## src/rtl/pwm_breather_if.sv

```systemverilog
// pwm_breather_if: tick/enable inputs and PWM/ramp status outputs of the LED breather.
//   master : drives tick_in, en; observes pwm_out, duty, phase, step_pulse
//   slave  : the breather itself
//   tick_in     slow toggle, each edge is one tick
//   en          1 = run, 0 = freeze ramp and force pwm_out low
//   pwm_out     registered PWM output
//   duty        current duty value
//   phase       ramp state: 0 up, 1 hold high, 2 down, 3 hold low
//   step_pulse  one-cycle pulse in the cycle after an accepted tick
interface pwm_breather_if #(
    parameter int unsigned PWM_BITS = 8
);
    logic                tick_in;
    logic                en;
    logic                pwm_out;
    logic [PWM_BITS-1:0] duty;
    logic [1:0]          phase;
    logic                step_pulse;

    modport master (
        output tick_in, en,
        input  pwm_out, duty, phase, step_pulse
    );

    modport slave (
        input  tick_in, en,
        output pwm_out, duty, phase, step_pulse
    );
endinterface

```

## src/rtl/pwm_breather.sv

```systemverilog
// pwm_breather: turns edges of a slow toggle into a triangle-wave duty ramp
// (up, hold high, down, hold low) and drives an LED with a PWM of that duty.
//   clk   system clock
//   res   synchronous reset, active-high
//   bus   pwm_breather_if slave: tick_in, en in; pwm_out, duty, phase, step_pulse out
module pwm_breather #(
    parameter int unsigned PWM_BITS   = 8,
    parameter int unsigned STEP       = 1,
    parameter int unsigned HOLD_TICKS = 4
) (
    input logic           clk,
    input logic           res,
    pwm_breather_if.slave bus
);
    localparam int unsigned HW = (HOLD_TICKS > 1) ? $clog2(HOLD_TICKS) : 1;
    localparam logic [PWM_BITS-1:0] DMAX      = '1;
    localparam logic [PWM_BITS:0]   DMAX_X    = {1'b0, DMAX};
    localparam logic [PWM_BITS-1:0] STEP_N    = PWM_BITS'(STEP);
    localparam logic [PWM_BITS:0]   STEP_X    = (PWM_BITS + 1)'(STEP);
    localparam logic [HW-1:0]       HOLD_LAST = HW'(HOLD_TICKS - 1);

    typedef enum logic [1:0] {
        StRampUp = 2'd0,
        StHoldHi = 2'd1,
        StRampDn = 2'd2,
        StHoldLo = 2'd3
    } state_e;

    state_e              state;
    logic [PWM_BITS-1:0] duty_q;
    logic [HW-1:0]       hold_cnt;
    logic [PWM_BITS-1:0] pwm_cnt;
    logic                pwm_q;
    logic                step_q;
    logic                tick_q;

    logic                step;
    logic [PWM_BITS:0]   up_sum;
    logic [PWM_BITS-1:0] duty_up;
    logic [PWM_BITS-1:0] duty_dn;

    always_comb begin
        step = bus.en & (bus.tick_in ^ tick_q);
        // One extra bit so saturation at DMAX cannot be masked by wrap-around.
        up_sum  = {1'b0, duty_q} + STEP_X;
        duty_up = (up_sum > DMAX_X) ? DMAX : up_sum[PWM_BITS-1:0];
        duty_dn = (duty_q > STEP_N) ? (duty_q - STEP_N) : '0;
    end

    always_ff @(posedge clk) begin
        // Tracks tick_in even in reset and while disabled, so stale edges never count.
        tick_q  <= bus.tick_in;
        pwm_cnt <= pwm_cnt + 1'b1;
        if (res) begin
            state    <= StRampUp;
            duty_q   <= '0;
            hold_cnt <= '0;
            pwm_cnt  <= '0;
            pwm_q    <= 1'b0;
            step_q   <= 1'b0;
        end else begin
            step_q <= step;
            pwm_q  <= bus.en & (pwm_cnt < duty_q);
            if (step) begin
                unique case (state)
                    StRampUp: begin
                        duty_q <= duty_up;
                        if (duty_up == DMAX) begin
                            state    <= StHoldHi;
                            hold_cnt <= '0;
                        end
                    end
                    StHoldHi: begin
                        if (hold_cnt == HOLD_LAST) state <= StRampDn;
                        else                       hold_cnt <= hold_cnt + 1'b1;
                    end
                    StRampDn: begin
                        duty_q <= duty_dn;
                        if (duty_dn == '0) begin
                            state    <= StHoldLo;
                            hold_cnt <= '0;
                        end
                    end
                    StHoldLo: begin
                        if (hold_cnt == HOLD_LAST) state <= StRampUp;
                        else                       hold_cnt <= hold_cnt + 1'b1;
                    end
                    default: state <= StRampUp;
                endcase
            end
        end
    end

    assign bus.pwm_out    = pwm_q;
    assign bus.duty       = duty_q;
    assign bus.phase      = state;
    assign bus.step_pulse = step_q;
endmodule

```

## src/flat_wrapper.sv

```systemverilog
// flat-port wrapper written by rule: the top's interface ports become plain ports
module pwm_breather_flat 
#(
    parameter int unsigned PWM_BITS   = 8,
    parameter int unsigned STEP       = 1,
    parameter int unsigned HOLD_TICKS = 4
)
  (clk, res, bus_tick_in, bus_en, bus_pwm_out, bus_duty, bus_phase, bus_step_pulse);
  pwm_breather_if #(.PWM_BITS(PWM_BITS)) bus_i ();
  input logic clk;
  input logic res;
  input wire logic [$bits(bus_i.tick_in)-1:0] bus_tick_in;
  input wire logic [$bits(bus_i.en)-1:0] bus_en;
  output wire logic [$bits(bus_i.pwm_out)-1:0] bus_pwm_out;
  output wire logic [$bits(bus_i.duty)-1:0] bus_duty;
  output wire logic [$bits(bus_i.phase)-1:0] bus_phase;
  output wire logic [$bits(bus_i.step_pulse)-1:0] bus_step_pulse;
  assign bus_i.tick_in = bus_tick_in;
  assign bus_i.en = bus_en;
  assign bus_pwm_out = bus_i.pwm_out;
  assign bus_duty = bus_i.duty;
  assign bus_phase = bus_i.phase;
  assign bus_step_pulse = bus_i.step_pulse;
  pwm_breather #(.PWM_BITS(PWM_BITS), .STEP(STEP), .HOLD_TICKS(HOLD_TICKS)) u_core (.clk(clk), .res(res), .bus(bus_i));
endmodule
```

## config.mk

```make
export PLATFORM = sky130hd
export DESIGN_NAME = pwm_breather_flat
export DESIGN_NICKNAME = d
export VERILOG_FILES = /design/src/rtl/pwm_breather_if.sv /design/src/rtl/pwm_breather.sv /design/src/flat_wrapper.sv
export SDC_FILE = /design/constraint.sdc
export NUM_CORES = 1
export LEC_CHECK = 0
export ABC_CLOCK_PERIOD_IN_PS = 2700
export BUFFER_PORTS_ARGS = -buffer_cell sky130_fd_sc_hd__buf_2
export CAP_MARGIN = 20
export CORE_MARGIN = 5
export CORE_UTILIZATION = 55
export DETAILED_ROUTE_END_ITERATION = 10
export GPL_TIMING_DRIVEN = 0
export HOLD_SLACK_MARGIN = 0.12
export PLACE_DENSITY = 0.75
export SETUP_SLACK_MARGIN = 0.3
export SYNTH_ARGS = -nofsm -noshare
export SYNTH_HDL_FRONTEND = slang
export SYNTH_SLANG_ARGS = --single-unit
```

## constraint.sdc

```tcl
create_clock -name clk -period 2.7 [get_ports clk]
set_input_delay 0.135 -clock clk [delete_from_list [all_inputs] [get_ports clk]]
set_output_delay 0.135 -clock clk [all_outputs]
set_load 0.02 [all_outputs]
```

### After elaboration in Yosys (flattened, before gate mapping)

Index checks and enable logic that the tools add are counted.

| storage, ports and cells | value |
|---|---|
| bits in read-only memories | 0 |
| RAM bits | 0 |
| memories kept | 0 |
| output and inout bits | 12 |
| bits of input ports | 4 |
| register bits | 23 |
| logic and storage cells | 46 |
| bits in latches | 0 |

| cells by class | value |
|---|---|
| bitwise logic cells | 3 |
| divide/modulo/power cells | 0 |
| shift operators | 0 |
| equality and inequality tests | 10 |
| reduce and logical (&&, ||, !) cells | 7 |
| multiplexer cells | 12 |
| multiply operators | 0 |
| add/sub/neg operators | 4 |
| order comparisons | 3 |

Operator list:

| kind | number |
|---|---|
| two-way mux 8 bit | 2 |
| one-hot mux 8 bit (2 select lines) | 1 |
| two-way mux 2 bit | 7 |
| adder 8 x 1 -> 9 bit (second input constant) | 1 |
| > comparator 9 x 8 -> 1 bit (second input constant) | 1 |
| adder 8 x 1 -> 8 bit (second input constant) | 1 |
| equality test 8 bit (second input constant) | 1 |
| > comparator 8 x 1 -> 1 bit (second input constant) | 1 |
| zero test 8 bit | 1 |
| < comparator 8 bit | 1 |
| != test 2 x 1 -> 1 bit (second input constant) | 4 |
| one-hot mux 2 bit (4 select lines) | 1 |
| subtractor 8 x 1 -> 8 bit (second input constant) | 1 |
| equality test 2 bit (second input constant) | 3 |
| one-hot mux 2 bit (3 select lines) | 1 |
| AND reduction 5 bit | 1 |
| AND reduction 4 bit | 1 |
| adder 2 x 1 -> 2 bit (second input constant) | 1 |
| bitwise AND 1 bit | 2 |
| equality test 2 x 1 -> 1 bit (second input constant) | 1 |
| zero test 2 bit | 1 |
| != test 2 bit (second input constant) | 1 |
| AND reduction 2 bit | 1 |
| nonzero test 2 bit | 1 |
| other kinds (2) | 2 |

### Depth between registers and ports, before layout

Gate-level depths: netlist of run 1.

| depth | value |
|---|---|
| depth in word-level cells | 6 |
| depth in mapped cells | 10 |
| mapped depth without buffers | 8 |

### Worst setup path before layout of run 1

No wires, ideal clock.

| timing | value |
|---|---|
| path type | register to register |
| start | register u_core.duty_q[1], in the netlist u_core.bus.duty[1] |
| end | register u_core.hold_cnt[0] |
| setup slack | 367 ps |
| stages on the path, launching flop included | 9 |
| clock period less this slack | 2333 ps |
| path buffers | 0 |
| data arrival time | 2263 ps |
| required time | 2630 ps |
| cells stage by stage | dfxtp_1 > inv_1 > ha_1 > nand2b_1 > a2111oi_0 > o21ai_0 > nand2b_1 > or4_1 > a21oi_1 |

| between the ends | value |
|---|---|
| cells in the longest elaborated chain, start to end | 6 |
| elaborated cells between the ends (all ways) | 11 |
| classes of those cells | add/sub: 2; order compare: 2; eq/ne: 3; mux: 2; reduce/logical: 2 |

RTL lines:

| what | RTL line | text |
|---|---|---|
| from (decl) | pwm_breather.sv:30 | `logic [PWM_BITS-1:0] duty_q;` |
| from (signal assigned) | pwm_breather.sv:67 | `duty_q <= duty_up;` |
| from (signal assigned) | pwm_breather.sv:78 | `duty_q <= duty_dn;` |
| adder 8 x 1 -> 9 bit | pwm_breather.sv:45 | `up_sum = {1'b0, duty_q} + STEP_X;` |
| > comparator 9 x 8 -> 1 bit | pwm_breather.sv:46 | `duty_up = (up_sum > DMAX_X) ? DMAX : up_sum[PWM_BITS-1:0];` |
| two-way mux 8 bit | pwm_breather.sv:46 |  |
| equality test 8 bit | pwm_breather.sv:68 | `if (duty_up == DMAX) begin` |
| != test 2 x 1 -> 1 bit (no source line) | n/a |  |
| AND reduction 4 bit (no source line) * | n/a |  |
| to (signal assigned) | pwm_breather.sv:75 | `else hold_cnt <= hold_cnt + 1'b1;` |
| to (signal assigned) | pwm_breather.sv:86 | `else hold_cnt <= hold_cnt + 1'b1;` |
| to (decl) | pwm_breather.sv:31 | `logic [HW-1:0] hold_cnt;` |

Every way passes the cells marked *; elsewhere a longest branch is shown, timed or not.
A chain may end at the register's enable or synchronous reset.

### Worst setup path in the final report of run 1

| timing | value |
|---|---|
| start | register u_core.duty_q[0], in the netlist u_core.bus.duty[0] |
| end | register u_core.hold_cnt[0] |

Same word-level chain as after synthesis.

==> flow_summary_export.csv, run 1 <==
group,metric,value,unit
sta,rsz0062_at_grt,"no",
synthesis,synthesis.area,1670,um2
sta,tns,0,ns
critical_path,endpoint_kind,"flop",
sta,slew_violations,0,
synthesis,synth_cell_type_count,42,
drt,route.detailed.drc,0,
floorplan,num_io_pins,16,
sta,timing.fmax,0.435,GHz
grt,grt_pass1_vias,1454,
clock_network,h-tree-depth,1,
floorplan,die_w,65.1,um
clock_network,cts_tree,"done",
placed_design,dp_hpwl,2.91,mm
grt,grt.total_usage,19.5,%
clock_network,clockBufferDepth,2,
drt,detail_route.wl_per_cell,14.5,um
critical_path,crit_chain,"buf_6 -> inv_1 -> ha_4 -> nand2b_1 -> a2111oi_4 -> o21ai_2 -> nand2b_1 -> or4_1 -> a21oi_1",
clock_network,insertion_delay,0.31,ns
grt,grt.overflow.total,0,
floorplan,dieArea,4240,um2
power,vdd_ir_drop_max,0.000304,V
critical_path,start_kind,"flop",
grt,grt_pass1_wl,6.73,mm
sta,worstMarginPinSlew,0.960,ns
critical_path,critical-path-max-stage-delay,0.40,ns
drt,wl_met2,1.81,mm
final_layout,insertedDiodeCount,0,
grt,grt_antenna_before_repair,0,
final_layout,final-instance-count-excl-fill,270,
synthesis,netlist_instances,215,
critical_path,required,2.95,ns
status,status,"complete, no violations",
synthesis,synth-seq-cells,23,
final_layout,syn2layout_area_growth,12.9,%
sta,setup-violations-final,0,
final_layout,post-route-util,63.3,%
placed_design,post-place-cells,263,
clock_network,cts_sinks,23,
drt,wl_met1,1.79,mm
final_layout,drive_gt1_share,16.9,%
synthesis,avgSynthCellArea,7.76,um2
drt,top_layer,"met4",
drt,drt_pass1_iterations,4,
critical_path,path_common_cell,"nand2b_1",
placed_design,place_congestion,0.916,
sta,fin_crit_sh,85.1,%
drt,vias,1636,
grt,grt_max_degree,13,
critical_path,cp.arrival,2.55,ns
sta,post-route-min-period,2.30,ns
drt,drt_iter0_drc,124,
synthesis,ys_seq_area_share,27.6,%
power,p_leak,0.747,nW
floorplan,start_util,56.1,%
critical_path,cp_slowest_cell,"dfxtp_4",
drt,final_antenna_net_count,0,
sta,hold_ws,0.145,ns
sta,maxSlewHeadroom,35.4,%
synthesis,synth_nets,236,
clock_network,clkTransAtPathRegs,0.12,ns
drt,wl_met3,277,um
floorplan,core_area,2980,um2
sta,hold_violations,0,
min_path,hold_path.class,"input port to flop",
critical_path,cp_max_fo,10,
clock_network,cts_made_buffers,3,
final_layout,final_cell_mix,"24 x nor2_1, 21 x dfxtp_1, 19 x nand2_1, 17 x buf_2, 17 x a21oi_1",
synthesis,synth_warnings,0,
placed_design,port_buffers,15,
final_layout,finalNetCount,259,
power,powerDensity,351,nW/um2
floorplan,chipHeight,65.1,um
job,max_cap_violations,0,
sta,fin_skew,0.00130,ns
final_layout,fillers,288,
critical_path,criticalPathCategory,"flop to flop",
drt,vias_per_cell,6.06,
clock_network,cts_root_buf,"clkbuf_4",
floorplan,fp-row-count,20,
drt,drt_wl_total,3.91,mm
final_layout,layout_commonest_cell,"nor2_1",
-- metal layers --
layer / track usage [%] / vias to the layer above
li1: - / 803
met1: 27.7 / 760
met2: 30.9 / 67
met3: 2.74 / 6
met4: 5.70 / 0
met5: 0 / -
-- power by group --
part	internal (mW)	switching, mW	total (mW)
sequential	0.349	0.00998	0.359
clock	0.0577	0.0977	0.155
combinational	0.0607	0.0858	0.147
total	0.467	0.194	0.661
-- critical path, delay by kind of cell, from the launching register on --
family / cells / cell delay (ns)
compound gates: 3 / 0.62
fa+ha+maj: 1 / 0.29
buf+inv: 2 / 0.25
flops: 1 / 0.40
simple gates: 3 / 0.67
-- metrics by stage --
| step | worst slack (ns) | power, mW | cell area [um2] |
|---|---|---|---|
| global placement | 0.0794 | 0.499 | 1790 |
| finish | 0.401 | 0.661 | 1880 |
| detailed placement | 0.0593 | 0.501 | 1790 |
| floorplan | 0.367 | 0.467 | 1670 |
| CTS | 0.322 | 0.665 | 1850 |
| global route | 0.312 | 0.707 | 1880 |
-- repair_timing --
action | in CTS | in global routing
setup endpoints to repair | 3 | 2
resized for setup | 5 | 5
pin swaps | 0 | 0
endpoints found under the hold margin | 3 | 0
hold buffers | 3 | 0
setup buffers | 0 | 0
-- state kept, by name, indices dropped and copies added, names as in the netlist --
signal / cells
u_core.bus.step_pulse: 1
u_core.bus.duty: 8
u_core.hold_cnt: 2
u_core.tick_q: 1
u_core.bus.phase: 2
u_core.bus.pwm_out: 1
u_core.pwm_cnt: 8
-- cells by family (layout without fill, tap and decap cells) --
logic type	after synthesis	after routing	synth area share (%)
AOI/OAI and AO/OA	54	54	20.3
xor gates and xnor gates	9	9	4.72
adders and majority gates	17	17	12.7
buffers and inverters	25	47	8.47
DFF	23	23	27.6
muxes	1	1	0.600
and+or+nand+nor	86	86	25.6
-- synthesized netlist by cell type --
master | instances | area share [%]
nor2_1 | 24 | 5.4
dfxtp_1 | 23 | 28
nand2_1 | 19 | 4.3
a21oi_1 | 17 | 5.1
ha_1 | 17 | 13
inv_1 | 12 | 2.7
nand3_1 | 11 | 3.3
o21ai_0 | 11 | 3.3
nor3_1 | 9 | 2.7
xor2_1 | 6 | 3.1
a31oi_1 | 5 | 1.9
nand2b_1 | 5 | 1.9
buf_4 | 4 | 1.8
buf_6 | 4 | 2.7
a211oi_1 | 3 | 1.3
clkbuf_1 | 3 | 0.67
nand4_1 | 3 | 1.1
nor4_1 | 3 | 1.1
o21bai_1 | 3 | 1.3
xnor2_1 | 3 | 1.6
a2111oi_0 | 2 | 1.0
a21o_1 | 2 | 0.90
and3_1 | 2 | 0.75
buf_2 | 2 | 0.60
nor3_2 | 2 | 1.2
o211ai_1 | 2 | 0.90
o311a_1 | 2 | 1.2
or3_4 | 2 | 1.3
a21oi_2 | 1 | 0.52
a22oi_1 | 1 | 0.45
a31o_2 | 1 | 0.52
a32o_1 | 1 | 0.60
and2_1 | 1 | 0.38
and2_2 | 1 | 0.45
mux2i_1 | 1 | 0.60
nor2b_1 | 1 | 0.38
nor3b_1 | 1 | 0.45
o21a_1 | 1 | 0.45
o21ai_1 | 1 | 0.30
o31ai_1 | 1 | 0.45
or3_1 | 1 | 0.38
or4_1 | 1 | 0.45
-- layout make-up --
cell class                      count  area (um2)  area share [%]
Buffer                             13        96.3            5.11
Clock buffer                        4        26.3            1.39
Inverter                           12        45.0            2.39
Multi-Input combinational cell    167        1100            58.5
Sequential cell                    23         468            24.8
Tap cell                           33        41.3            2.19
Timing Repair Buffer               18         105            5.58
-- final timing paths --
path / slack (ns) / depth (start not counted) / startpoint / to
hold reg to reg: 0.47 / 1 / u_core.pwm_cnt[0] / u_core.pwm_cnt[0]
setup / recovery: 0.40 / 9 / u_core.bus.duty[0] / u_core.hold_cnt[0]
setup reg to reg: 0.40 / 9 / u_core.bus.duty[0] / u_core.hold_cnt[0]
hold / removal: 0.15 / 3 / res / u_core.bus.phase[1]
No activity file was read; power rests on OpenSTA's default activity.
==> inputs of run 2 (changes only) <==
ABC_CLOCK_PERIOD_IN_PS = 2400   (was 2700)
CORE_UTILIZATION = 50   (was 55)
PLACE_DENSITY = 0.69   (was 0.75)
clock period = 2.4 ns   (was 2.7 ns; I/O delays follow)
==> run 2 against run 1 <==
Against the previous run:
- design area is 12% higher
- clock power is 19% higher
- maximum frequency is 9.7% higher
- combinational power is 46% higher
- setup slack worse by 0.097 ns
- critical endpoint is now u_core.bus.duty[7]
==> flow_summary_export.csv, run 2 (synthesis gave the netlist of run 1 again) <==
group,metric,value,unit
drt,detail_route.wl_per_cell,14.7,um
clock_network,h-tree-depth,1,
grt,grt_max_degree,14,
critical_path,cp.arrival,2.35,ns
floorplan,num_io_pins,16,
final_layout,syn2layout_area_growth,26.1,%
sta,maxSlewHeadroom,38.6,%
grt,gr-usage-met3,2.66,%
power,p_leak,0.846,nW
sta,post-route-min-period,2.10,ns
sta,fin_skew,0.00342,ns
sta,setup_ws,0.304,ns
floorplan,die_w,67.8,um
final_layout,insertedDiodeCount,0,
grt,grt.overflow.total,0,
power,vdd_ir_drop_max,0.000248,V
clock_network,cts_sinks,23,
grt,grt_pass1_wl,7.07,mm
critical_path,required,2.66,ns
placed_design,place_congestion,0.961,
critical_path,cp_slowest_cell,"nor4_1",
grt,grt_antenna_before_repair,0,
power,p_comb_share,26.8,%
critical_path,cp_max_fo,5,
sta,tns,0,ns
grt,grtUsageMet2,32.2,%
sta,hold_violations,0,
final_layout,fillers,292,
min_path,hold_path.class,"input port to flop",
power,switching_power,0.245,mW
power,powerDensity,381,nW/um2
clock_network,cts_root_buf,"clkbuf_4",
power,seq_power_share,50.1,%
drt,drt_iter0_drc,274,
final_layout,multi_input_area,1200,um2
sta,slew_violations,0,
floorplan,dieArea,4590,um2
critical_path,reg2reg_from,"u_core.bus.duty[1]",
job,max_cap_violations,0,
min_path,min-delay-start,"bus_tick_in",
power,p_sw_share,30.6,%
final_layout,final_cell_mix,"24 x nor2_1, 21 x dfxtp_1, 18 x nand2_1, 17 x buf_2, 16 x a21oi_1",
drt,vias,1646,
status,status,"complete, no violations",
floorplan,core_area,3280,um2
placed_design,place_ws,0.167,ns
grt,grt.total_usage,20.3,%
drt,final_antenna_net_count,0,
critical_path,start_kind,"flop",
clock_network,clockBufferDepth,2,
critical_path,endpoint_kind,"flop",
power,clkPwrFrac,23.1,%
drt,vias_per_cell,5.64,
final_layout,layout_commonest_cell,"nor2_1",
sta,setup-violations-final,0,
floorplan,fp-row-count,21,
critical_path,path_common_cell,"a21oi_1",
floorplan,start_util,50.8,%
sta,rsz0062_at_grt,"yes",
clock_network,cts_made_buffers,3,
critical_path,crit_chain,"clkinvlp_4 -> buf_4 -> nor4_1 -> a21oi_1 -> a31oi_1 -> o211ai_1 -> a21oi_1",
drt,route.detailed.drc,0,
final_layout,finalNetCount,268,
grt,met1_usage,26.8,%
power,internal-power,0.556,mW
drt,drt_wl_total,4.30,mm
floorplan,chipHeight,67.8,um
sta,timing.fmax,0.477,GHz
placed_design,port_buffers,15,
clock_network,insertion_delay,0.32,ns
clock_network,clkTransAtPathRegs,0.13,ns
grt,busiest_layer,"met2",
sta,fin_crit_sh,87.3,%
drt,drt_pass1_iterations,4,
sta,worstMarginPinSlew,0.912,ns
critical_path,critical-path-max-stage-delay,0.78,ns
clock_network,cts_tree,"done",
grt,grt_pass1_vias,1498,
final_layout,drive_gt1_share,26.4,%
placed_design,dp_hpwl,2.87,mm
critical_path,criticalPathCategory,"flop to flop",
critical_path,crit_path_start,"u_core.bus.duty[1]",
final_layout,seqCellArea,468,um2
-- run 2: cell count changes in the layout (fill, tap and decap cells not counted), sizes merged --
cell / before / now
inv: 12 / 11
clkbuf: 7 / 5
buf: 25 / 34
dlygate4sd3: 3 / 4
clkinv: 0 / 1
clkinvlp: 0 / 1
-- run 2: critical path: cells and delay by family, from the launching register on --
kind	cells	cell delay (ns)
DFF	1	0.39
and+or+nand+nor	1	0.78
AOI/OAI and AO/OA	4	0.60
buffers and inverters	2	0.27
-- run 2: worst paths after layout --
| check | to | slack [ns] | cells after the start |
|---|---|---|---|
| worst min-delay path | u_core.tick_q | 0.45 | 2 |
| worst max register to register | u_core.bus.duty[7] | 0.30 | 7 |
| worst max-delay path | u_core.bus.duty[7] | 0.30 | 7 |
| worst min register to register | u_core.pwm_cnt[0] | 0.47 | 1 |
-- run 2: metal layers --
layer	up-vias	routed length, um
met2	71	2030
met1	746	1940
li1	815	-
met4	0	89
met3	14	246
met5	-	0
-- run 2: what timing repair did --
item                                    CTS  global route
setup buffers                             5             3
pin swaps                                 9             6
hold buffers                              4             0
endpoints found under the setup margin    5             6
resized for setup                        11            15
hold endpoints to repair                  4             0
-- run 2: metrics by stage --
step / power, mW / area (um2) / std cells / util (%) / hold WS, ns
2_1_floorplan: 0.529 / 1700 / 215 / - / 0.148
3_3_place_gp: 0.567 / 1830 / 276 / 55.7 / 0.249
3_5_place_dp: 0.568 / 1830 / 276 / 55.7 / 0.252
4_1_cts: 0.781 / 1990 / 289 / 60.6 / 0.447
5_1_grt: 0.851 / 2100 / 292 / 64.1 / 0.477
6_report: 0.801 / 2100 / 292 / 64.1 / 0.454
-- run 2: power by group through the flow --
stage                     registers, mW  clock network (mW)  logic, mW
after global routing              0.403               0.213      0.235
after global placement            0.412                   0      0.155
after detailed placement          0.412                   0      0.156
after floorplan                   0.417                   0      0.112
after CTS                         0.401               0.198      0.182
final                             0.401               0.185      0.215
-- run 2: area by class of cell --
cell class,instances,area share [%]
tap,46,2.73
clock inverter,1,0.238
timing repair buffer,27,9.10
buffer,13,5.11
inverter,12,2.32
clock buffer,3,1.07
sequential,23,22.2
multi-input combinational,167,57.2
